[src/rtl/uart_pkg.sv]
// uart_pkg: shared types and helpers for the UART transmit path.
//   uart_state_t   - transmitter FSM states
//   PARITY_EVEN/ODD - encodings of the parity_type input
//   calc_parity    - parity bit for a zero-extended data word
package uart_pkg;

  typedef enum logic [2:0] {
    IDLE,
    START,
    DATA,
    PARITY,
    STOP
  } uart_state_t;

  localparam logic PARITY_EVEN = 1'b0;
  localparam logic PARITY_ODD  = 1'b1;

  // Widest word the parity helper handles; callers zero-extend, which
  // leaves the XOR reduction unchanged for any narrower DATA_WIDTH.
  localparam int MAX_DATA_WIDTH = 16;

  function automatic logic calc_parity(input logic [MAX_DATA_WIDTH-1:0] data,
                                       input logic                      parity_type);
    return (parity_type == PARITY_EVEN) ? (^data) : ~(^data);
  endfunction

endpackage

[src/rtl/uart_sync_fifo.sv]
// uart_sync_fifo: single-clock FIFO feeding the UART transmitter.
//   clk, reset    - clock, synchronous active-low reset (flushes contents)
//   push_en/data  - write request; dropped when full
//   pop_en        - consume head entry (ignored when empty)
//   pop_data      - head entry, valid while !empty
//   full/empty    - occupancy flags decoded from the registered level
//   level         - entry count 0..FIFO_DEPTH
//   overflow      - one-cycle pulse after a write was dropped
module uart_sync_fifo #(
  parameter int DATA_WIDTH = 8,
  parameter int FIFO_DEPTH = 8
) (
  input  logic                          clk,
  input  logic                          reset,
  input  logic                          push_en,
  input  logic [DATA_WIDTH-1:0]         push_data,
  input  logic                          pop_en,
  output logic [DATA_WIDTH-1:0]         pop_data,
  output logic                          full,
  output logic                          empty,
  output logic [$clog2(FIFO_DEPTH):0]   level,
  output logic                          overflow
);

  localparam int AW = $clog2(FIFO_DEPTH);
  localparam int LW = AW + 1;

  logic [DATA_WIDTH-1:0] mem [FIFO_DEPTH];
  logic [AW-1:0]         wr_ptr;
  logic [AW-1:0]         rd_ptr;
  logic                  do_push;
  logic                  do_pop;

  // Full is judged on the registered level, so a pop in the same cycle
  // does not rescue a write that arrives while full.
  assign full     = (level == LW'(FIFO_DEPTH));
  assign empty    = (level == '0);
  assign do_push  = push_en && !full;
  assign do_pop   = pop_en && !empty;
  assign pop_data = mem[rd_ptr];

  always_ff @(posedge clk) begin
    if (do_push) mem[wr_ptr] <= push_data;
  end

  // Depth is a power of two, so the pointers wrap by plain overflow.
  always_ff @(posedge clk) begin
    if (!reset) begin
      wr_ptr   <= '0;
      rd_ptr   <= '0;
      level    <= '0;
      overflow <= 1'b0;
    end else begin
      overflow <= push_en && full;
      if (do_push) wr_ptr <= wr_ptr + 1'b1;
      if (do_pop)  rd_ptr <= rd_ptr + 1'b1;
      unique case ({do_push, do_pop})
        2'b10:   level <= level + 1'b1;
        2'b01:   level <= level - 1'b1;
        default: level <= level;
      endcase
    end
  end

endmodule

[src/rtl/uart_buffered_transmitter.sv]
// uart_buffered_transmitter: FIFO-buffered UART TX with internal baud counter.
//   clk, reset        - clock, synchronous active-low reset
//   parity_type       - 0 even, 1 odd (latched per frame)
//   parity_enable     - append parity bit (latched per frame)
//   two_stop_bits     - 1 or 2 stop bits (latched per frame)
//   prescale          - clk cycles per bit, 0/1 both mean 1 (latched per frame)
//   write_enable/data - push a word into the TX FIFO
//   fifo_full/empty/level, overflow - FIFO status
//   serial_data_out   - registered UART line, idle high
//   busy              - frame in progress (state != IDLE)
module uart_buffered_transmitter
  import uart_pkg::*;
#(
  parameter int DATA_WIDTH     = 8,
  parameter int FIFO_DEPTH     = 8,
  parameter int PRESCALE_WIDTH = 6
) (
  input  logic                        clk,
  input  logic                        reset,
  input  logic                        parity_type,
  input  logic                        parity_enable,
  input  logic                        two_stop_bits,
  input  logic [PRESCALE_WIDTH-1:0]   prescale,
  input  logic                        write_enable,
  input  logic [DATA_WIDTH-1:0]       write_data,
  output logic                        fifo_full,
  output logic                        fifo_empty,
  output logic [$clog2(FIFO_DEPTH):0] fifo_level,
  output logic                        overflow,
  output logic                        serial_data_out,
  output logic                        busy
);

  localparam int PW = PRESCALE_WIDTH;
  localparam int BW = $clog2(DATA_WIDTH + 1);

  uart_state_t               state_q, state_d;
  logic                      pop;
  logic [DATA_WIDTH-1:0]     head_data;
  logic [MAX_DATA_WIDTH-1:0] head_ext;
  logic [PW-1:0]             eff_presc;

  logic [PW-1:0]             cnt_q;
  logic [PW-1:0]             presc_q;
  logic [DATA_WIDTH-1:0]     sh_q;
  logic [BW-1:0]             bit_idx_q;
  logic                      par_q;
  logic                      par_en_q;
  logic                      two_stop_q;
  logic                      stop_idx_q;
  logic                      line_d;
  logic                      bit_done;
  logic                      last_bit;
  logic                      stop_last;

  uart_sync_fifo #(
    .DATA_WIDTH (DATA_WIDTH),
    .FIFO_DEPTH (FIFO_DEPTH)
  ) u_fifo (
    .clk       (clk),
    .reset     (reset),
    .push_en   (write_enable),
    .push_data (write_data),
    .pop_en    (pop),
    .pop_data  (head_data),
    .full      (fifo_full),
    .empty     (fifo_empty),
    .level     (fifo_level),
    .overflow  (overflow)
  );

  assign head_ext  = {{(MAX_DATA_WIDTH-DATA_WIDTH){1'b0}}, head_data};
  assign eff_presc = (prescale > PW'(1)) ? prescale : PW'(1);

  // presc_q is at least 1 whenever a frame is active, so the -1 never wraps
  // in a state where bit_done is used.
  assign bit_done  = (cnt_q == presc_q - 1'b1);
  assign last_bit  = (bit_idx_q == BW'(DATA_WIDTH - 1));
  assign stop_last = (stop_idx_q == two_stop_q);
  assign busy      = (state_q != IDLE);

  always_comb begin
    state_d = state_q;
    pop     = 1'b0;
    unique case (state_q)
      IDLE: begin
        if (!fifo_empty) begin
          pop     = 1'b1;
          state_d = START;
        end
      end
      START:  if (bit_done) state_d = DATA;
      DATA:   if (bit_done && last_bit) state_d = par_en_q ? PARITY : STOP;
      PARITY: if (bit_done) state_d = STOP;
      STOP: begin
        // Chain straight into the next start bit when more data is queued.
        if (bit_done && stop_last) begin
          if (!fifo_empty) begin
            pop     = 1'b1;
            state_d = START;
          end else begin
            state_d = IDLE;
          end
        end
      end
      default: state_d = IDLE;
    endcase
  end

  // Line value for the next cycle, so serial_data_out can be a plain flop.
  always_comb begin
    line_d = 1'b1;
    unique case (state_d)
      START:  line_d = 1'b0;
      DATA:   line_d = (state_q == DATA && bit_done) ? sh_q[1] : sh_q[0];
      PARITY: line_d = par_q;
      default: line_d = 1'b1;
    endcase
  end

  always_ff @(posedge clk) begin
    if (!reset) begin
      state_q         <= IDLE;
      serial_data_out <= 1'b1;
      cnt_q           <= '0;
      presc_q         <= PW'(1);
      sh_q            <= '0;
      bit_idx_q       <= '0;
      par_q           <= 1'b0;
      par_en_q        <= 1'b0;
      two_stop_q      <= 1'b0;
      stop_idx_q      <= 1'b0;
    end else begin
      state_q         <= state_d;
      serial_data_out <= line_d;
      if (pop) begin
        // Frame configuration is frozen here; later input changes wait
        // for the next pop.
        sh_q       <= head_data;
        par_q      <= calc_parity(head_ext, parity_type);
        par_en_q   <= parity_enable;
        two_stop_q <= two_stop_bits;
        presc_q    <= eff_presc;
        cnt_q      <= '0;
        bit_idx_q  <= '0;
        stop_idx_q <= 1'b0;
      end else if (state_q != IDLE) begin
        if (bit_done) begin
          cnt_q <= '0;
          if (state_q == DATA) begin
            sh_q      <= sh_q >> 1;
            bit_idx_q <= bit_idx_q + 1'b1;
          end
          if (state_q == STOP) stop_idx_q <= 1'b1;
        end else begin
          cnt_q <= cnt_q + 1'b1;
        end
      end
    end
  end

endmodule

[config.mk]
export PLATFORM = sky130hd
export DESIGN_NAME = uart_buffered_transmitter
export DESIGN_NICKNAME = d
export VERILOG_FILES = /design/src/rtl/uart_pkg.sv /design/src/rtl/uart_sync_fifo.sv /design/src/rtl/uart_buffered_transmitter.sv
export SDC_FILE = /design/constraint.sdc
export NUM_CORES = 1
export LEC_CHECK = 0
export ABC_AREA = 1
export BUFFER_PORTS_ARGS = -buffer_cell sky130_fd_sc_hd__buf_2
export CAP_MARGIN = 10
export CORE_MARGIN = 10
export CORE_UTILIZATION = 68
export CTS_BUF_LIST = sky130_fd_sc_hd__clkbuf_4
export DETAILED_ROUTE_END_ITERATION = 10
export PLACE_DENSITY_LB_ADDON = 0.25
export SLEW_MARGIN = 20
export SYNTH_ARGS = -nofsm -noshare
export SYNTH_HDL_FRONTEND = slang
export SYNTH_SLANG_ARGS = --single-unit
export TNS_END_PERCENT = 20
[constraint.sdc]
create_clock -name clk -period 7.1 [get_ports clk]
set_input_delay 0.355 -clock clk [delete_from_list [all_inputs] [get_ports clk]]
set_output_delay 0.355 -clock clk [all_outputs]
set_load 0.02 [all_outputs]
Word-level counts from Yosys, hierarchy flattened
Memories as Yosys holds them, arrays and structs flattened. A register that Yosys moved wholly into a read port is not among the register bits.
Index checks and enable logic that the tools add are counted.
W data, S select, Z words.
{"block": "totals", "regBits": 43, "latchBits": 0, "mem_bits_rw": 64, "romBits": 0, "in_bits": 20, "out_inout_bits": 9, "word_cells": 83, "mem_count": 1}
{"block": "op_classes", "addsub": 7, "n_mul": 0, "div": 0, "order_cmp": 1, "n_eq_ne": 13, "shifts": 0, "muxes": 25, "bitwise": 2, "reduce_logical": 20}
{"memory": "u_fifo.mem", "words": 8, "word_bits": 8, "read_ports": 1, "rd_ports_with_merged_regs": 1, "wr": 1, "line_no": "uart_sync_fifo.sv:28", "rtl": "logic [DATA_WIDTH-1:0] mem [FIFO_DEPTH];"}
{"cell": "$mux W8", "count": 4}
{"cell": "$mux W3", "count": 8}
{"cell": "$reduce_xor A16 Y1", "count": 1}
{"cell": "$pmux W3 S5", "count": 1}
{"cell": "$eq A3 B2 Y1 const B", "count": 4}
{"cell": "$mux W6", "count": 2}
{"cell": "$reduce_and A3 Y1", "count": 3}
{"cell": "$add A4 B1 Y4 const B", "count": 2}
{"cell": "$pmux W4 S2", "count": 1}
{"cell": "$reduce_bool A2 Y1", "count": 4}
{"cell": "$mux W1", "count": 7}
{"cell": "$add A3 B1 Y3 const B", "count": 2}
{"cell": "$add A6 B1 Y6 const B", "count": 1}
{"cell": "$eq A3 B1 Y1 const B", "count": 2}
{"cell": "$eq A6 B6 Y1", "count": 1}
{"cell": "$gt A6 B1 Y1 const B", "count": 1}
{"cell": "$logic_and A1 B1 Y1", "count": 6}
{"cell": "$sub A6 B1 Y6 const B", "count": 1}
{"cell": "$eq A4 B3 Y1 const B", "count": 1}
{"cell": "$eq A4 B4 Y1 const B", "count": 1}
{"cell": "$logic_not A4 Y1", "count": 1}
{"cell": "$sub A4 B1 Y4 const B", "count": 1}
{"cell": "$eq A3 B3 Y1 const B", "count": 1}
{"cell": "$logic_not A3 Y1", "count": 1}
{"cell": "9 further kinds", "count": 11}

Depth between registers and ports, before layout
Gate-level depths: netlist of run 1.
{"block": "logic_depth", "ltp_word": 8, "mapped_depth": 22, "mapped_depth_nobuf": 22}

Modules after synthesis
Synthesis of run 1 repeated with hierarchy kept, for this count alone.
{"block": "unflattened", "hier_cells": 544, "hier_area_um2": 5047.3}
{"module": "uart_sync_fifo", "instances": 1, "cells_per_inst": 277, "area_each_um2": 3223.1, "seq_area_each_um2": 2202.1}
{"module": "uart_buffered_transmitter", "instances": 1, "cells_per_inst": 267, "area_each_um2": 1824.2, "seq_area_each_um2": 640.6}

Worst setup path after synthesis of run 1
No wires, ideal clock.
{"block": "synth_path", "kind": "register to register", "start": "register u_fifo.level[1]", "end": "register u_fifo.level[2]", "setup_time_ns": 0.115, "t_arrival_ns": 2.717, "required_time_ns": 6.985, "path_slack_ns": 4.268, "path_stages_with_launch": 16, "n_path_buf": 0, "period_less_slack_ns": 2.832, "cell_sequence": "dfxtp_1 > nor2_1 > inv_1 > nor3_1 > nor2_1 > nand2_8 > clkinv_2 > ha_1 > nand2_1 > inv_1 > nor2_1 > ha_1 > a21oi_1 > xor2_1 > o21ai_0 > inv_1"}
{"block": "synth_via", "elab_chain_cells": 7, "word_cells_on_any_way": 15, "cone_classes": "add/sub (2); eq/ne (3); mux (4); reduce/logical (6)"}
{"item": "from (decl)", "line_no": "uart_sync_fifo.sv:21", "rtl": "output logic [$clog2(FIFO_DEPTH):0] level,"}
{"item": "from (signal assigned)", "line_no": "uart_sync_fifo.sv:58", "rtl": "2'b10: level <= level + 1'b1;"}
{"item": "from (signal assigned)", "line_no": "uart_sync_fifo.sv:59", "rtl": "2'b01: level <= level - 1'b1;"}
{"item": "from (signal assigned)", "line_no": "uart_sync_fifo.sv:60", "rtl": "default: level <= level;"}
{"item": "$logic_not A4 Y1 *", "line_no": "uart_sync_fifo.sv:37", "rtl": "assign empty = (level == '0);"}
{"item": "net fifo_empty", "line_no": "uart_buffered_transmitter.sv:27", "rtl": "output logic fifo_empty,"}
{"item": "$mux W1", "line_no": "uart_buffered_transmitter.sv:87, uart_buffered_transmitter.sv:98"}
{"item": "$mux W1", "line_no": "uart_buffered_transmitter.sv:97", "rtl": "if (bit_done && stop_last) begin"}
{"item": "$pmux W1 S2", "line_no": "uart_buffered_transmitter.sv:85", "rtl": "unique case (state_q)"}
{"item": "$logic_and A1 B1 Y1 *", "line_no": "uart_sync_fifo.sv:39", "rtl": "assign do_pop = pop_en && !empty;"}
{"item": "$eq A2 B1 Y1 / $eq A2 B2 Y1 (equally long branches)", "line_no": "uart_sync_fifo.sv:57", "rtl": "unique case ({do_push, do_pop})"}
{"item": "$pmux W4 S2 / $reduce_bool A2 Y1 (equally long branches)"}
Mark *: on every way through the listed nets, which the timed path passes. The rest lies on a longest branch.
A chain may end at the register's enable or synchronous reset.

Final worst setup path of run 1
{"block": "layout_path", "start": "register presc_q[0]", "end": "register u_fifo.level[2]"}
{"block": "layout_via", "elab_chain_cells": 8, "word_cells_on_any_way": 10, "cone_classes": "add/sub (1); eq/ne (3); mux (3); reduce/logical (3)"}
{"item": "from (decl)", "line_no": "uart_buffered_transmitter.sv:44", "rtl": "logic [PW-1:0] presc_q;"}
{"item": "from (signal assigned)", "line_no": "uart_buffered_transmitter.sv:143", "rtl": "presc_q <= eff_presc;"}
{"item": "$sub A6 B1 Y6 *", "line_no": "uart_buffered_transmitter.sv:77", "rtl": "assign bit_done = (cnt_q == presc_q - 1'b1);"}
{"item": "$eq A6 B6 Y1 *", "line_no": "uart_buffered_transmitter.sv:77"}
{"item": "$logic_and A1 B1 Y1 *", "line_no": "uart_buffered_transmitter.sv:97"}
{"item": "$mux W1 *", "line_no": "uart_buffered_transmitter.sv:97"}
{"item": "$pmux W1 S2 *", "line_no": "uart_buffered_transmitter.sv:85"}
{"item": "$logic_and A1 B1 Y1 *", "line_no": "uart_sync_fifo.sv:39"}
{"item": "$eq A2 B1 Y1 / $eq A2 B2 Y1 (equally long branches)", "line_no": "uart_sync_fifo.sv:57"}
{"item": "$pmux W4 S2 / $reduce_bool A2 Y1 (equally long branches)"}
Every way passes the cells marked *; elsewhere a longest branch is shown, timed or not.

==> flow_summary.html, run 1 <==
<table>
<tr><th>Metric</th><th>Value</th></tr>
<tr><th colspan="2">Run status</th></tr>
<tr><td>Outcome</td><td>finished clean</td></tr>
<tr><th colspan="2">Routing</th></tr>
<tr><td>Routed length on met3</td><td>643 µm</td></tr>
<tr><td>DR WL/cell</td><td>approximately 14 µm</td></tr>
<tr><td>WL met1</td><td>approximately 4500 µm</td></tr>
<tr><td>Detailed Routing Iterations Pass 1</td><td>5</td></tr>
<tr><td>Vias after detailed routing</td><td>4,217</td></tr>
<tr><td>Met2 wire length</td><td>~5500 µm</td></tr>
<tr><td>Final Routed Wirelength</td><td>11,100 µm</td></tr>
<tr><td>Drc violations</td><td>0</td></tr>
<tr><td>Initial DRC Count</td><td>slightly below 300</td></tr>
<tr><td>Via density per instance</td><td>5.48</td></tr>
<tr><td>Remaining number of nets flagged by the antenna check after routing</td><td>0</td></tr>
<tr><td>Highest metal layer with signal wires</td><td>met4</td></tr>
<tr><th colspan="2">Clocking</th></tr>
<tr><td>CTS sink count</td><td>110</td></tr>
<tr><td># hold bufs at CTS</td><td>0</td></tr>
<tr><td>Number of post-CTS setup repair buffers</td><td>0</td></tr>
<tr><td>Count of cells resized by post-cts repair</td><td>0</td></tr>
<tr><td>Total number of H-tree levels</td><td>3</td></tr>
<tr><td>TritonCTS clock tree</td><td>yes</td></tr>
<tr><td>Cell at the root of the clock tree</td><td>sky130_fd_sc_hd__clkbuf_4</td></tr>
<tr><td>Clock insertion delay at the later pin of the skew report</td><td>between 400 and 500 ps</td></tr>
<tr><td>Clock buffer count from CTS</td><td>9</td></tr>
<tr><td>Maximum buffer depth of the clock tree</td><td>2</td></tr>
<tr><td>Clock input transition at the sequential cells of the worst setup and hold paths</td><td>~170 ps</td></tr>
<tr><th colspan="2">Critical path</th></tr>
<tr><td>Number of cells on the worst reg-to-reg path</td><td>22</td></tr>
<tr><td>WP data required</td><td>7490 ps</td></tr>
<tr><td>Crit path DAT</td><td>between 3000 and 4000 ps</td></tr>
<tr><td>Logic depth of the worst path, buffers included</td><td>22</td></tr>
<tr><td>Buffers plus inverters on the worst setup path</td><td>5</td></tr>
<tr><td>Delay of the slowest cell on the worst path</td><td>450 ps</td></tr>
<tr><td>Cells along the critical path</td><td>inv_1 &gt; ha_1 &gt; inv_1 &gt; nand2_1 &gt; nand2_1 &gt; nand2_1 &gt; nand2_1 &gt; nand3_2 &gt; nor2_4 &gt; nand2_4 &gt; nand2_4 &gt; nand2_8 &gt; clkinv_2 &gt; ha_1 &gt; nand2_1 &gt; inv_1 &gt; nor2_1 &gt; ha_1 &gt; a21oi_1 &gt; xor2_1 &gt; o21ai_0 &gt; inv_1</td></tr>
<tr><td>Worst setup SP type</td><td>register</td></tr>
<tr><td>Crit-path max FO</td><td>28</td></tr>
<tr><td>Worst path top cell family by delay</td><td>simple AND/OR/NAND/NOR gates</td></tr>
<tr><td>Most used cell, CP</td><td>sky130_fd_sc_hd__nand2_1</td></tr>
<tr><td>CP endpoint kind</td><td>register</td></tr>
<tr><td>Type of the worst setup path</td><td>register to register</td></tr>
<tr><td>Slowest CP cell</td><td>sky130_fd_sc_hd__dfxtp_1</td></tr>
<tr><th colspan="2">STA</th></tr>
<tr><td>Number of pins with negative max-slew slack in the final report</td><td>0</td></tr>
<tr><td>Final worst path period share</td><td>0.442</td></tr>
<tr><td>Setup repair after global routing missed its margin</td><td>false</td></tr>
<tr><td>Worst-case headroom to the max-slew limit</td><td>0.337</td></tr>
<tr><td>Maximum frequency from static timing analysis</td><td>318 MHz</td></tr>
<tr><td>Final setup violation count</td><td>0</td></tr>
<tr><td>Setup Skew</td><td>~31 ps</td></tr>
<tr><td>Accumulated negative setup slack</td><td>0 ps</td></tr>
<tr><td>Final min period</td><td>between 3000 and 4000 ps</td></tr>
<tr><td>Worst hold slack after final layout</td><td>106 ps</td></tr>
<tr><td>Total count of hold-check failures in the final report</td><td>0</td></tr>
<tr><td>Least-Margin Pin Slew</td><td>991 ps</td></tr>
<tr><th colspan="2">Worst hold path</th></tr>
<tr><td>Hold/Removal Path Class</td><td>primary input to register</td></tr>
<tr><td>Hold depth</td><td>3</td></tr>
<tr><th colspan="2">Synthesis</th></tr>
<tr><td>Number of enable-type register cells in the synthesized netlist</td><td>between 60 and 70</td></tr>
<tr><td>Area of the mapped netlist</td><td>0.00529 mm²</td></tr>
<tr><td>Proportion of synthesized chip area in sequential cells</td><td>0.537</td></tr>
<tr><td>Primary flip-flop cell chosen by synthesis mapping</td><td>sky130_fd_sc_hd__edfxtp_1</td></tr>
<tr><td>Count of different cell masters after synthesis</td><td>36</td></tr>
<tr><td>Number of cells produced by synthesis</td><td>~640</td></tr>
<tr><td>Syn Nets</td><td>670</td></tr>
<tr><td>Ranking of synthesized cells by instance count</td><td>sky130_fd_sc_hd__nand2_1, sky130_fd_sc_hd__inv_1, sky130_fd_sc_hd__nor2_1</td></tr>
<tr><td>Mean Syn Cell Area</td><td>roughly 8 µm²</td></tr>
<tr><td>Library cell occupying the most area in the post-synthesis netlist</td><td>sky130_fd_sc_hd__edfxtp_1</td></tr>
<tr><td>Synth async-reset ratio</td><td>0</td></tr>
<tr><td>Seq cells post-synth</td><td>between 100 and 150</td></tr>
<tr><td>Area share of the largest cell type after synthesis</td><td>0.363</td></tr>
<tr><td>Count leader, synth</td><td>sky130_fd_sc_hd__nand2_1</td></tr>
<tr><td>Top cells by area in the synthesized netlist</td><td>sky130_fd_sc_hd__edfxtp_1, sky130_fd_sc_hd__dfxtp_1, sky130_fd_sc_hd__nand2_1</td></tr>
<tr><td>Warnings from Yosys</td><td>0</td></tr>
<tr><th colspan="2">Cells and area</th></tr>
<tr><td>Count of non-filler cells in the finished layout</td><td>just under 800</td></tr>
<tr><td>Fraction of final layout cells sized beyond drive strength 1</td><td>0.0928</td></tr>
<tr><td>Synth-to-Final Area Change</td><td>5.70%</td></tr>
<tr><td>Post-Route Utilization</td><td>0.731</td></tr>
<tr><td>Antenna diode instance count</td><td>0</td></tr>
<tr><td>Final Net Count</td><td>691</td></tr>
<tr><th colspan="2">Place</th></tr>
<tr><td>Weighted congestion at the end of routability-driven global placement</td><td>about 0.95</td></tr>
<tr><td>HPWL after DPL</td><td>approximately 7700 µm</td></tr>
<tr><td>Post-Place Cells</td><td>754</td></tr>
<tr><td>Port bufs</td><td>28</td></tr>
<tr><th colspan="2">Global routing</th></tr>
<tr><td>Largest net degree at the start of global routing</td><td>41</td></tr>
<tr><td>GR Util All Layers</td><td>0.190</td></tr>
<tr><td>Vias in the first global route</td><td>roughly 4,000</td></tr>
<tr><td>GR Overflow Total</td><td>0</td></tr>
<tr><td>First-pass GRT wire length</td><td>~18,000 µm</td></tr>
<tr><td>Antenna violations before repair</td><td>0</td></tr>
<tr><th colspan="2">Floorplan</th></tr>
<tr><td>DIE HEIGHT</td><td>around 110 µm</td></tr>
<tr><td>Starting Density</td><td>0.692</td></tr>
<tr><td># rows</td><td>32</td></tr>
<tr><td>Chip Width</td><td>about 110 µm</td></tr>
<tr><td>Die ar.</td><td>around 0.012 mm²</td></tr>
<tr><td>Area of the core</td><td>about 0.0076 mm²</td></tr>
<tr><td>Number of top-level pins</td><td>29</td></tr>
<tr><th colspan="2">Job</th></tr>
<tr><td>Max cap viols</td><td>0</td></tr>
<tr><th colspan="2">Power</th></tr>
<tr><td>Worst voltage drop across the vdd grid</td><td>0.181 mV</td></tr>
<tr><td>Leak pwr</td><td>0.00246 µW</td></tr>
<tr><td>Power Dens Cells</td><td>370 mW/mm²</td></tr>
</table>
-- logic make-up (layout without fill, tap and decap cells) --
family          after synthesis  count (layout)  share of synthesized area
compound gates               59              59                     0.0608
xor+xnor                     11              11                     0.0182
fa+ha+maj                     8               8                     0.0189
buf+inv                     111             137                     0.0845
flops                       110             110                      0.537
simple gates                343             343                      0.280
-- final cells by class --
type / instances / area, µm²
clock buffer: 10 / 75.1
clock inverter: 6 / 51.3
fill: 585 / 2060
inverter: 92 / 347
multi-input combinational: 421 / 2000
sequential: 110 / 2840
tap: 102 / 128
timing repair buffer: 29 / 148
-- cell usage in the layout, fill, tap and decap left out, types with 5 or more instances in the layout --
| cell type | instances |
|---|---|
| sky130_fd_sc_hd__xor2_1 | 6 |
| sky130_fd_sc_hd__nor2_1 | 85 |
| sky130_fd_sc_hd__edfxtp_1 | 64 |
| sky130_fd_sc_hd__nand4_1 | 5 |
| sky130_fd_sc_hd__nor3_1 | 5 |
| sky130_fd_sc_hd__ha_1 | 8 |
| sky130_fd_sc_hd__nand3_1 | 57 |
| sky130_fd_sc_hd__a21oi_1 | 16 |
| sky130_fd_sc_hd__nand2_1 | 171 |
| sky130_fd_sc_hd__xnor2_1 | 5 |
| sky130_fd_sc_hd__o21ai_0 | 25 |
| sky130_fd_sc_hd__o21ai_1 | 5 |
| sky130_fd_sc_hd__clkbuf_4 | 10 |
| sky130_fd_sc_hd__a31oi_1 | 7 |
| sky130_fd_sc_hd__inv_1 | 90 |
| sky130_fd_sc_hd__dfxtp_1 | 46 |
| sky130_fd_sc_hd__buf_2 | 28 |
-- metal layers --
metal,vias up,track usage
li1,2103,-
met4,0,0.109
met1,1932,0.216
met2,150,0.333
met3,32,0.0291
met5,-,0
-- worst paths after layout --
| path | from | to | slack, ps |
|---|---|---|---|
| worst max register to register | presc_q[0]$_SDFFE_PN1N_ | u_fifo.level[2]$_SDFFE_PN0P_ | 3960 |
| worst min-delay path | write_enable | u_fifo.overflow$_SDFF_PN0_ | 110 |
| worst max-delay path | presc_q[0]$_SDFFE_PN1N_ | u_fifo.level[2]$_SDFFE_PN0P_ | 3960 |
| worst min register to register | stop_idx_q$_SDFFE_PP0P_ | stop_idx_q$_SDFFE_PP0P_ | 480 |
-- per-stage QoR --
stage	area (µm²)	total power [µW]	setup WS (ps)
after floorplan	5290	1590	4270
after global routing	5590	2230	3640
after global placement	5460	1730	4230
after CTS	5590	2060	4000
after detailed placement	5460	1780	3990
final	5590	2070	3960
-- state kept, by name (all words and copies together) (netlist names), 3 cells and up, named ones only --
register       flops
cnt_q              6
bit_idx_q          4
u_fifo.level       4
state_q            3
u_fifo.mem        64
u_fifo.rd_ptr      3
sh_q               8
presc_q            6
u_fifo.wr_ptr      3
-- power breakdown --
part           internal [µW]  leakage [µW]  switching [µW]
combinational            301       0.00143             624
sequential               775      0.000959            77.9
clock                   82.3     0.0000698             210
total                   1160       0.00246             912
-- worst register-to-register path: cells and delay by family (launching register included) --
kind / cells / cell delay, ps
XOR/XNOR: 1 / 100
AO/OA/AOI/OAI: 2 / 320
buffers and inverters: 5 / 480
adder cells (fa/ha/maj): 3 / 660
AND/OR/NAND/NOR: 11 / 1070
flip-flops: 1 / 450
Note: power is estimated with default switching activity, not from simulation.
==> inputs of run 2 (changes only) <==
--- a/config.mk
+++ b/config.mk
@@ -9,7 +9,7 @@
 export BUFFER_PORTS_ARGS = -buffer_cell sky130_fd_sc_hd__buf_2
 export CAP_MARGIN = 10
 export CORE_MARGIN = 10
-export CORE_UTILIZATION = 68
+export CORE_UTILIZATION = 57
 export CTS_BUF_LIST = sky130_fd_sc_hd__clkbuf_4
 export DETAILED_ROUTE_END_ITERATION = 10
 export PLACE_DENSITY_LB_ADDON = 0.25
==> constraint.sdc (replaced) <==
create_clock -name clk -period 2.8 [get_ports clk]
set_input_delay 0.14 -clock clk [delete_from_list [all_inputs] [get_ports clk]]
set_output_delay 0.14 -clock clk [all_outputs]
set_load 0.02 [all_outputs]
==> flow_summary.html, run 2 (synthesis results as in run 1) <==
<table>
<tr><th>Metric</th><th>Value</th></tr>
<tr><th colspan="2">Run status</th></tr>
<tr><td>Outcome</td><td>finished clean</td></tr>
<tr><th colspan="2">Floorplan</th></tr>
<tr><td>Die ar.</td><td>about 0.014 mm²</td></tr>
<tr><td>Number of top-level pins</td><td>29</td></tr>
<tr><td># rows</td><td>35</td></tr>
<tr><td>Chip Width</td><td>~120 µm</td></tr>
<tr><td>DIE HEIGHT</td><td>116 µm</td></tr>
<tr><td>Area of the core</td><td>approximately 0.009 mm²</td></tr>
<tr><td>Starting Density</td><td>0.578</td></tr>
<tr><th colspan="2">Critical path</th></tr>
<tr><td>Worst path top cell family by delay</td><td>simple AND/OR/NAND/NOR gates</td></tr>
<tr><td>Critical Path Source</td><td>presc_q[1]$_SDFFE_PN0N_</td></tr>
<tr><td>WP data required</td><td>roughly 3200 ps</td></tr>
<tr><td>Worst setup SP type</td><td>register</td></tr>
<tr><td>Worst reg2reg startpoint</td><td>presc_q[1]$_SDFFE_PN0N_</td></tr>
<tr><td>Type of the worst setup path</td><td>register to register</td></tr>
<tr><td>Worst reg2reg setup slack</td><td>around 150 ps</td></tr>
<tr><td>CP endpoint kind</td><td>register</td></tr>
<tr><td>Crit path DAT</td><td>just over 3000 ps</td></tr>
<tr><td>Destination of the worst register-to-register timing path</td><td>u_fifo.level[2]$_SDFFE_PN0P_</td></tr>
<tr><td>Delay of the slowest cell on the worst path</td><td>~380 ps</td></tr>
<tr><td>Crit-path max FO</td><td>4</td></tr>
<tr><td>Cells along the critical path</td><td>inv_2 &gt; ha_2 &gt; xnor2_1 &gt; nor2_2 &gt; nand3_2 &gt; nor2_4 &gt; nand2_4 &gt; nand2_8 &gt; nand2_8 &gt; inv_4 &gt; ha_4 &gt; nand2_1 &gt; inv_1 &gt; nor2_1 &gt; ha_1 &gt; a21oi_2 &gt; xor2_1 &gt; o21ai_1 &gt; inv_1</td></tr>
<tr><td>Buffers plus inverters on the worst setup path</td><td>4</td></tr>
<tr><td>Slowest CP cell</td><td>sky130_fd_sc_hd__dfxtp_2</td></tr>
<tr><td>Number of cells on the worst reg-to-reg path</td><td>19</td></tr>
<tr><th colspan="2">STA</th></tr>
<tr><td>Least-Margin Pin Slew</td><td>between 700 and 800 ps</td></tr>
<tr><td>Number of pins with negative max-slew slack in the final report</td><td>0</td></tr>
<tr><td>Setup Skew</td><td>between 30 and 40 ps</td></tr>
<tr><td>Final min period</td><td>approximately 2700 ps</td></tr>
<tr><td>Final worst path period share</td><td>0.947</td></tr>
<tr><td>Total count of hold-check failures in the final report</td><td>0</td></tr>
<tr><td>Worst-case headroom to the max-slew limit</td><td>0.494</td></tr>
<tr><td>Final setup violation count</td><td>0</td></tr>
<tr><td>Maximum frequency from static timing analysis</td><td>377 MHz</td></tr>
<tr><td>Accumulated negative setup slack</td><td>0 ps</td></tr>
<tr><th colspan="2">Clocking</th></tr>
<tr><td>Clock insertion delay at the later pin of the skew report</td><td>470 ps</td></tr>
<tr><td>Maximum buffer depth of the clock tree</td><td>2</td></tr>
<tr><td>Clock input transition at the sequential cells of the worst setup and hold paths</td><td>approximately 180 ps</td></tr>
<tr><td>Total number of H-tree levels</td><td>3</td></tr>
<tr><td>TritonCTS clock tree</td><td>yes</td></tr>
<tr><td>Clock buffer count from CTS</td><td>9</td></tr>
<tr><td>Cell at the root of the clock tree</td><td>sky130_fd_sc_hd__clkbuf_4</td></tr>
<tr><td>CTS sink count</td><td>110</td></tr>
<tr><th colspan="2">Job</th></tr>
<tr><td>Max cap viols</td><td>0</td></tr>
<tr><th colspan="2">Routing</th></tr>
<tr><td>Drc violations</td><td>0</td></tr>
<tr><td>Detailed Routing Iterations Pass 1</td><td>4</td></tr>
<tr><td>Via density per instance</td><td>5.20</td></tr>
<tr><td>DR WL/cell</td><td>13.8 µm</td></tr>
<tr><td>Vias after detailed routing</td><td>4,234</td></tr>
<tr><td>Initial DRC Count</td><td>about 230</td></tr>
<tr><td>Remaining number of nets flagged by the antenna check after routing</td><td>0</td></tr>
<tr><td>Final Routed Wirelength</td><td>11,300 µm</td></tr>
<tr><th colspan="2">Global routing</th></tr>
<tr><td>Layer with the highest usage</td><td>met2</td></tr>
<tr><td>First-pass GRT wire length</td><td>18,800 µm</td></tr>
<tr><td>GR Util All Layers</td><td>0.175</td></tr>
<tr><td>GR Overflow Total</td><td>0</td></tr>
<tr><td>Vias in the first global route</td><td>around 4,100</td></tr>
<tr><td>Antenna violations before repair</td><td>0</td></tr>
<tr><td>Largest net degree at the start of global routing</td><td>40</td></tr>
<tr><td>Global Route met3 Usage</td><td>0.0401</td></tr>
<tr><td>Grt met2 use</td><td>0.321</td></tr>
<tr><td>Met1 global-route usage</td><td>0.199</td></tr>
<tr><th colspan="2">Power</th></tr>
<tr><td>Power Dens Cells</td><td>926 mW/mm²</td></tr>
<tr><td>Worst voltage drop across the vdd grid</td><td>between 0.3 and 0.4 mV</td></tr>
<tr><td>Leak pwr</td><td>0.00264 µW</td></tr>
<tr><td>Total chip power</td><td>roughly 5600 µW</td></tr>
<tr><th colspan="2">Cells and area</th></tr>
<tr><td>Fraction of final layout cells sized beyond drive strength 1</td><td>0.128</td></tr>
<tr><td>Most frequent standard cell in the layout excluding fill and tap cells</td><td>sky130_fd_sc_hd__nand2_1</td></tr>
<tr><td>Commonest cells after routing, fill and taps aside</td><td>sky130_fd_sc_hd__nand2_1, sky130_fd_sc_hd__inv_1, sky130_fd_sc_hd__nor2_1</td></tr>
<tr><td>Biggest regs</td><td>u_fifo.mem x64, sh_q x8</td></tr>
<tr><td>Antenna diode instance count</td><td>0</td></tr>
<tr><td>Synth-to-Final Area Change</td><td>13.3%</td></tr>
<tr><td>Register with the highest flop count</td><td>u_fifo.mem</td></tr>
<tr><td>Flip-flop count of the largest register, all copies and words added</td><td>64</td></tr>
<tr><td>Filler instances</td><td>about 760</td></tr>
<tr><td>Final Net Count</td><td>726</td></tr>
<tr><th colspan="2">Place</th></tr>
<tr><td>HPWL after DPL</td><td>a little under 8000 µm</td></tr>
<tr><td>Port bufs</td><td>28</td></tr>
<tr><td>Weighted congestion at the end of routability-driven global placement</td><td>approximately 0.85</td></tr>
<tr><th colspan="2">Worst hold path</th></tr>
<tr><td>Launch point of the worst hold path</td><td>reset</td></tr>
<tr><td>Hold depth</td><td>3</td></tr>
<tr><td>Hold/Removal Path Class</td><td>primary input to register</td></tr>
<tr><td>Worst Hold Path EP</td><td>u_fifo.wr_ptr[2]$_SDFFE_PN0P_</td></tr>
</table>
==> run 2: changes by cell type in the layout (fill, tap and decap cells not counted), sizes merged <==
cell,change
buf,+18
dlygate4sd3,+17
clkinvlp,-1
inv,+2
clkbuf,-1
==> run 2: worst min-delay path, cell delays in order <==
cell	delay, ps
sky130_fd_sc_hd__buf_2	240
sky130_fd_sc_hd__nand2_1	120
sky130_fd_sc_hd__a21oi_1	30
==> run 2: area by class of cell <==
class                           count  area [µm²]  share of cell area
Tap cell                          111         139              0.0232
Inverter                           92         348              0.0580
Sequential cell                   110        2850               0.475
Multi-Input combinational cell    421        2060               0.344
Timing Repair Buffer               64         457              0.0762
Clock buffer                        9        67.6              0.0113
Clock inverter                      7        75.1              0.0125
==> run 2: per-layer routing <==
metal / vias to the layer above / share of wire
li1: 2174 / -
met1: 1962 / 0.41
met2: 82 / 0.53
met3: 16 / 0.039
met4: 0 / 0.017
met5: - / 0
==> run 2: report_power, final <==
part / total, µW / internal, µW / switching, µW
registers: 2140 / 1970 / 176
clock network: 794 / 218 / 576
logic: 2620 / 941 / 1680
==> run 2: worst max-delay path by stage <==
stage | endpoint | slack, ps | cells after the start
after CTS | u_fifo.level[2]$_SDFFE_PN0P_ | 20 | 19
after detailed placement | u_fifo.level[2]$_SDFFE_PN0P_ | 40 | 19
final | u_fifo.level[2]$_SDFFE_PN0P_ | 150 | 19
after global placement | u_fifo.level[2]$_SDFFE_PN0P_ | 200 | 19
after global routing | u_fifo.level[3]$_SDFFE_PN0P_ | -40 | 17
after floorplan | u_fifo.level[2]$_SDFFE_PN0P_ | 130 | 19
==> run 2: through the flow <==
step	instance area [µm²]	instances	worst slack (ps)	hold WS, ps	util
2_1_floorplan	5290	642	130	239	-
3_3_place_gp	5590	777	199	371	0.610
3_5_place_dp	5590	777	40.3	382	0.610
4_1_cts	5900	810	15.6	60.7	0.644
5_1_grt	5990	814	-37.7	83.0	0.655
6_report	5990	814	149	83.2	0.655
==> run 2: repair_timing <==
action / CTS / global route
hold endpoints to repair: 73 / 0
gates resized for setup: 0 / 17
setup buffers: 0 / 4
setup endpoints to repair: 1 / 2
hold buffers: 17 / 0
pin swaps: 1 / 8
==> inputs of run 3 (changes only) <==
--- a/config.mk
+++ b/config.mk
@@ -9,8 +9,7 @@
 export BUFFER_PORTS_ARGS = -buffer_cell sky130_fd_sc_hd__buf_2
 export CAP_MARGIN = 10
 export CORE_MARGIN = 10
-export CORE_UTILIZATION = 57
-export CTS_BUF_LIST = sky130_fd_sc_hd__clkbuf_4
+export CORE_UTILIZATION = 55
 export DETAILED_ROUTE_END_ITERATION = 10
 export PLACE_DENSITY_LB_ADDON = 0.25
 export SLEW_MARGIN = 20
==> flow_summary.html, run 3 (synthesis results as in run 1) <==
<table>
<tr><th>Metric</th><th>Value</th></tr>
<tr><th colspan="2">Critical path</th></tr>
<tr><td>Slowest CP cell</td><td>sky130_fd_sc_hd__dfxtp_4</td></tr>
<tr><td>Cells along the critical path</td><td>inv_1 &gt; ha_2 &gt; xnor2_1 &gt; nor2_2 &gt; nand3_2 &gt; nor2_4 &gt; nand2_4 &gt; nand2_8 &gt; nand2_8 &gt; clkinv_2 &gt; ha_2 &gt; nand2_1 &gt; inv_2 &gt; nor2_1 &gt; ha_1 &gt; a21oi_2 &gt; xor2_1 &gt; o21ai_1 &gt; inv_1</td></tr>
<tr><td>Worst path top cell family by delay</td><td>simple AND/OR/NAND/NOR gates</td></tr>
<tr><td>Crit-path max FO</td><td>4</td></tr>
<tr><td>Type of the worst setup path</td><td>register to register</td></tr>
<tr><td>Worst setup SP type</td><td>register</td></tr>
<tr><td>Crit path DAT</td><td>2850 ps</td></tr>
<tr><td>Buffers plus inverters on the worst setup path</td><td>4</td></tr>
<tr><td>Delay of the slowest cell on the worst path</td><td>roughly 380 ps</td></tr>
<tr><td>CP endpoint kind</td><td>register</td></tr>
<tr><td>WP data required</td><td>about 3000 ps</td></tr>
<tr><th colspan="2">Place</th></tr>
<tr><td>Post-Place Cells</td><td>slightly below 800</td></tr>
<tr><td>Pre-CTS WS</td><td>63.2 ps</td></tr>
<tr><td>Port bufs</td><td>28</td></tr>
<tr><td>Placed inst area</td><td>around 0.0056 mm²</td></tr>
<tr><td>HPWL after DPL</td><td>around 7700 µm</td></tr>
<tr><td>Weighted congestion at the end of routability-driven global placement</td><td>~0.8</td></tr>
<tr><th colspan="2">STA</th></tr>
<tr><td>Total count of hold-check failures in the final report</td><td>0</td></tr>
<tr><td>Least-Margin Pin Slew</td><td>about 740 ps</td></tr>
<tr><td>Setup repair after global routing missed its margin</td><td>false</td></tr>
<tr><td>Worst hold slack after final layout</td><td>slightly above 30 ps</td></tr>
<tr><td>Setup Skew</td><td>approximately 19 ps</td></tr>
<tr><td>Accumulated negative setup slack</td><td>0 ps</td></tr>
<tr><td>Number of pins with negative max-slew slack in the final report</td><td>0</td></tr>
<tr><td>Worst-case headroom to the max-slew limit</td><td>0.507</td></tr>
<tr><td>Final min period</td><td>between 2000 and 3000 ps</td></tr>
<tr><td>Final worst-path setup slack</td><td>about 210 ps</td></tr>
<tr><td>Maximum frequency from static timing analysis</td><td>about 390 MHz</td></tr>
<tr><td>Final setup violation count</td><td>0</td></tr>
<tr><td>Final worst path period share</td><td>0.924</td></tr>
<tr><th colspan="2">Floorplan</th></tr>
<tr><td>Starting Density</td><td>0.570</td></tr>
<tr><td># rows</td><td>35</td></tr>
<tr><td>Die ar.</td><td>0.0139 mm²</td></tr>
<tr><td>Area of the core</td><td>a little over 0.009 mm²</td></tr>
<tr><td>DIE HEIGHT</td><td>about 120 µm</td></tr>
<tr><td>Chip Width</td><td>approximately 120 µm</td></tr>
<tr><td>Number of top-level pins</td><td>29</td></tr>
<tr><th colspan="2">Clocking</th></tr>
<tr><td>Maximum buffer depth of the clock tree</td><td>2</td></tr>
<tr><td>Clock insertion delay at the later pin of the skew report</td><td>370 ps</td></tr>
<tr><td>TritonCTS clock tree</td><td>yes</td></tr>
<tr><td>Clock input transition at the sequential cells of the worst setup and hold paths</td><td>approximately 110 ps</td></tr>
<tr><td>Total number of H-tree levels</td><td>3</td></tr>
<tr><td>CTS sink count</td><td>110</td></tr>
<tr><td>Clock buffer count from CTS</td><td>9</td></tr>
<tr><td>Cell at the root of the clock tree</td><td>sky130_fd_sc_hd__clkbuf_8</td></tr>
<tr><th colspan="2">Routing</th></tr>
<tr><td>DR WL/cell</td><td>approximately 14 µm</td></tr>
<tr><td>Detailed Routing Iterations Pass 1</td><td>6</td></tr>
<tr><td>Remaining number of nets flagged by the antenna check after routing</td><td>0</td></tr>
<tr><td>Vias after detailed routing</td><td>4,207</td></tr>
<tr><td>Via density per instance</td><td>roughly 5.2</td></tr>
<tr><td>Drc violations</td><td>0</td></tr>
<tr><td>Final Routed Wirelength</td><td>between 10,000 and 15,000 µm</td></tr>
<tr><td>Initial DRC Count</td><td>about 330</td></tr>
<tr><th colspan="2">Power</th></tr>
<tr><td>Logic gate share of total power</td><td>0.456</td></tr>
<tr><td>Clock share of power</td><td>0.160</td></tr>
<tr><td>Worst voltage drop across the vdd grid</td><td>~0.43 mV</td></tr>
<tr><td>Int Power</td><td>3180 µW</td></tr>
<tr><td>Switching share of total power</td><td>0.429</td></tr>
<tr><td>Power Dens Cells</td><td>952 mW/mm²</td></tr>
<tr><td>Net Sw Power</td><td>between 2000 and 2500 µW</td></tr>
<tr><td>Register share of total power</td><td>0.383</td></tr>
<tr><td>Leak pwr</td><td>0.00256 µW</td></tr>
<tr><th colspan="2">Cells and area</th></tr>
<tr><td>Fraction of final layout cells sized beyond drive strength 1</td><td>0.127</td></tr>
<tr><td>Antenna diode instance count</td><td>0</td></tr>
<tr><td>Flip-flop count of the largest register, all copies and words added</td><td>64</td></tr>
<tr><td>Most frequent standard cell in the layout excluding fill and tap cells</td><td>sky130_fd_sc_hd__nand2_1</td></tr>
<tr><td>Biggest regs</td><td>u_fifo.mem x64, sh_q x8</td></tr>
<tr><td>Register with the highest flop count</td><td>u_fifo.mem</td></tr>
<tr><td>Final instance area</td><td>~0.006 mm²</td></tr>
<tr><td>Synth-to-Final Area Change</td><td>10.7%</td></tr>
<tr><td>Filler instances</td><td>between 700 and 800</td></tr>
<tr><td>Final Net Count</td><td>around 700</td></tr>
<tr><td>Count of non-filler cells in the finished layout</td><td>between 800 and 900</td></tr>
<tr><td>Commonest cells after routing, fill and taps aside</td><td>sky130_fd_sc_hd__nand2_1, sky130_fd_sc_hd__inv_1, sky130_fd_sc_hd__nor2_1</td></tr>
<tr><th colspan="2">Global routing</th></tr>
<tr><td>Antenna violations before repair</td><td>0</td></tr>
<tr><td>First-pass GRT wire length</td><td>between 15,000 and 20,000 µm</td></tr>
<tr><td>GR Util All Layers</td><td>0.159</td></tr>
<tr><td>Vias in the first global route</td><td>4,154</td></tr>
<tr><td>GR Overflow Total</td><td>0</td></tr>
<tr><td>Largest net degree at the start of global routing</td><td>40</td></tr>
<tr><th colspan="2">Job</th></tr>
<tr><td>Max cap viols</td><td>0</td></tr>
<tr><th colspan="2">Worst hold path</th></tr>
<tr><td>Hold/Removal Path Class</td><td>primary input to register</td></tr>
<tr><th colspan="2">Run status</th></tr>
<tr><td>Outcome</td><td>finished clean</td></tr>
</table>
run 3: per-layer routing:
layer | wire length (µm) | vias to the layer above | track usage
met5 | 0 | - | 0
met4 | 311 | 0 | 0.0665
met3 | 558 | 26 | 0.0350
met2 | 5560 | 122 | 0.280
met1 | 4680 | 1929 | 0.180
li1 | - | 2130 | -
run 3: power groups by stage:
stage	sequential, µW	clock [µW]	combinational (µW)
global placement	2160	0	2360
detailed placement	2160	0	2440
global route	2160	963	2910
floorplan	2160	0	1870
finish	2140	894	2540
CTS	2130	913	2450
run 3: final cells by class:
cell class	instances	area, µm²	share of cell area
clock inverter	6	48.8	0.00834
tap	129	161	0.0276
clock buffer	10	128	0.0218
timing repair buffer	46	278	0.0474
multi-input combinational	421	2040	0.349
sequential	110	2850	0.486
inverter	92	347	0.0592
run 3: path summary, 6_finish.rpt:
path / startpoint / endpoint / slack, ps / cells past startpoint
max: presc_q[0]$_SDFFE_PN1N_ / u_fifo.level[2]$_SDFFE_PN0P_ / 210 / 19
min: write_data[7] / u_fifo.mem[2][7]$_DFFE_PP_ / 30 / 1
max reg2reg: presc_q[0]$_SDFFE_PN1N_ / u_fifo.level[2]$_SDFFE_PN0P_ / 210 / 19
min reg2reg: stop_idx_q$_SDFFE_PP0P_ / stop_idx_q$_SDFFE_PP0P_ / 470 / 2
run 3: worst register-to-register path, cell delays in order, from the launching register on:
cell and delay [ps]:
sky130_fd_sc_hd__dfxtp_4 380, sky130_fd_sc_hd__inv_1 80, sky130_fd_sc_hd__ha_2 280, sky130_fd_sc_hd__xnor2_1 130, sky130_fd_sc_hd__nor2_2 120, sky130_fd_sc_hd__nand3_2 110
sky130_fd_sc_hd__nor2_4 120, sky130_fd_sc_hd__nand2_4 80, sky130_fd_sc_hd__nand2_8 90, sky130_fd_sc_hd__nand2_8 50, sky130_fd_sc_hd__clkinv_2 70, sky130_fd_sc_hd__ha_2 190
sky130_fd_sc_hd__nand2_1 70, sky130_fd_sc_hd__inv_2 80, sky130_fd_sc_hd__nor2_1 60, sky130_fd_sc_hd__ha_1 190, sky130_fd_sc_hd__a21oi_2 120, sky130_fd_sc_hd__xor2_1 80
sky130_fd_sc_hd__o21ai_1 140, sky130_fd_sc_hd__inv_1 50
run 3: stage by stage:
step / utilization / power [µW]
CTS: 0.624 / 5490
floorplan: - / 4030
finish: 0.631 / 5570
global placement: 0.604 / 4520
global route: 0.631 / 6040
detailed placement: 0.604 / 4600
run 3: what timing repair did:
action / CTS / global route
buffers inserted: 0 / 2
endpoints found under the hold margin: 1 / 0
endpoints found under the setup margin: 0 / 3
resized for setup: 0 / 15
hold buffers: 1 / 0
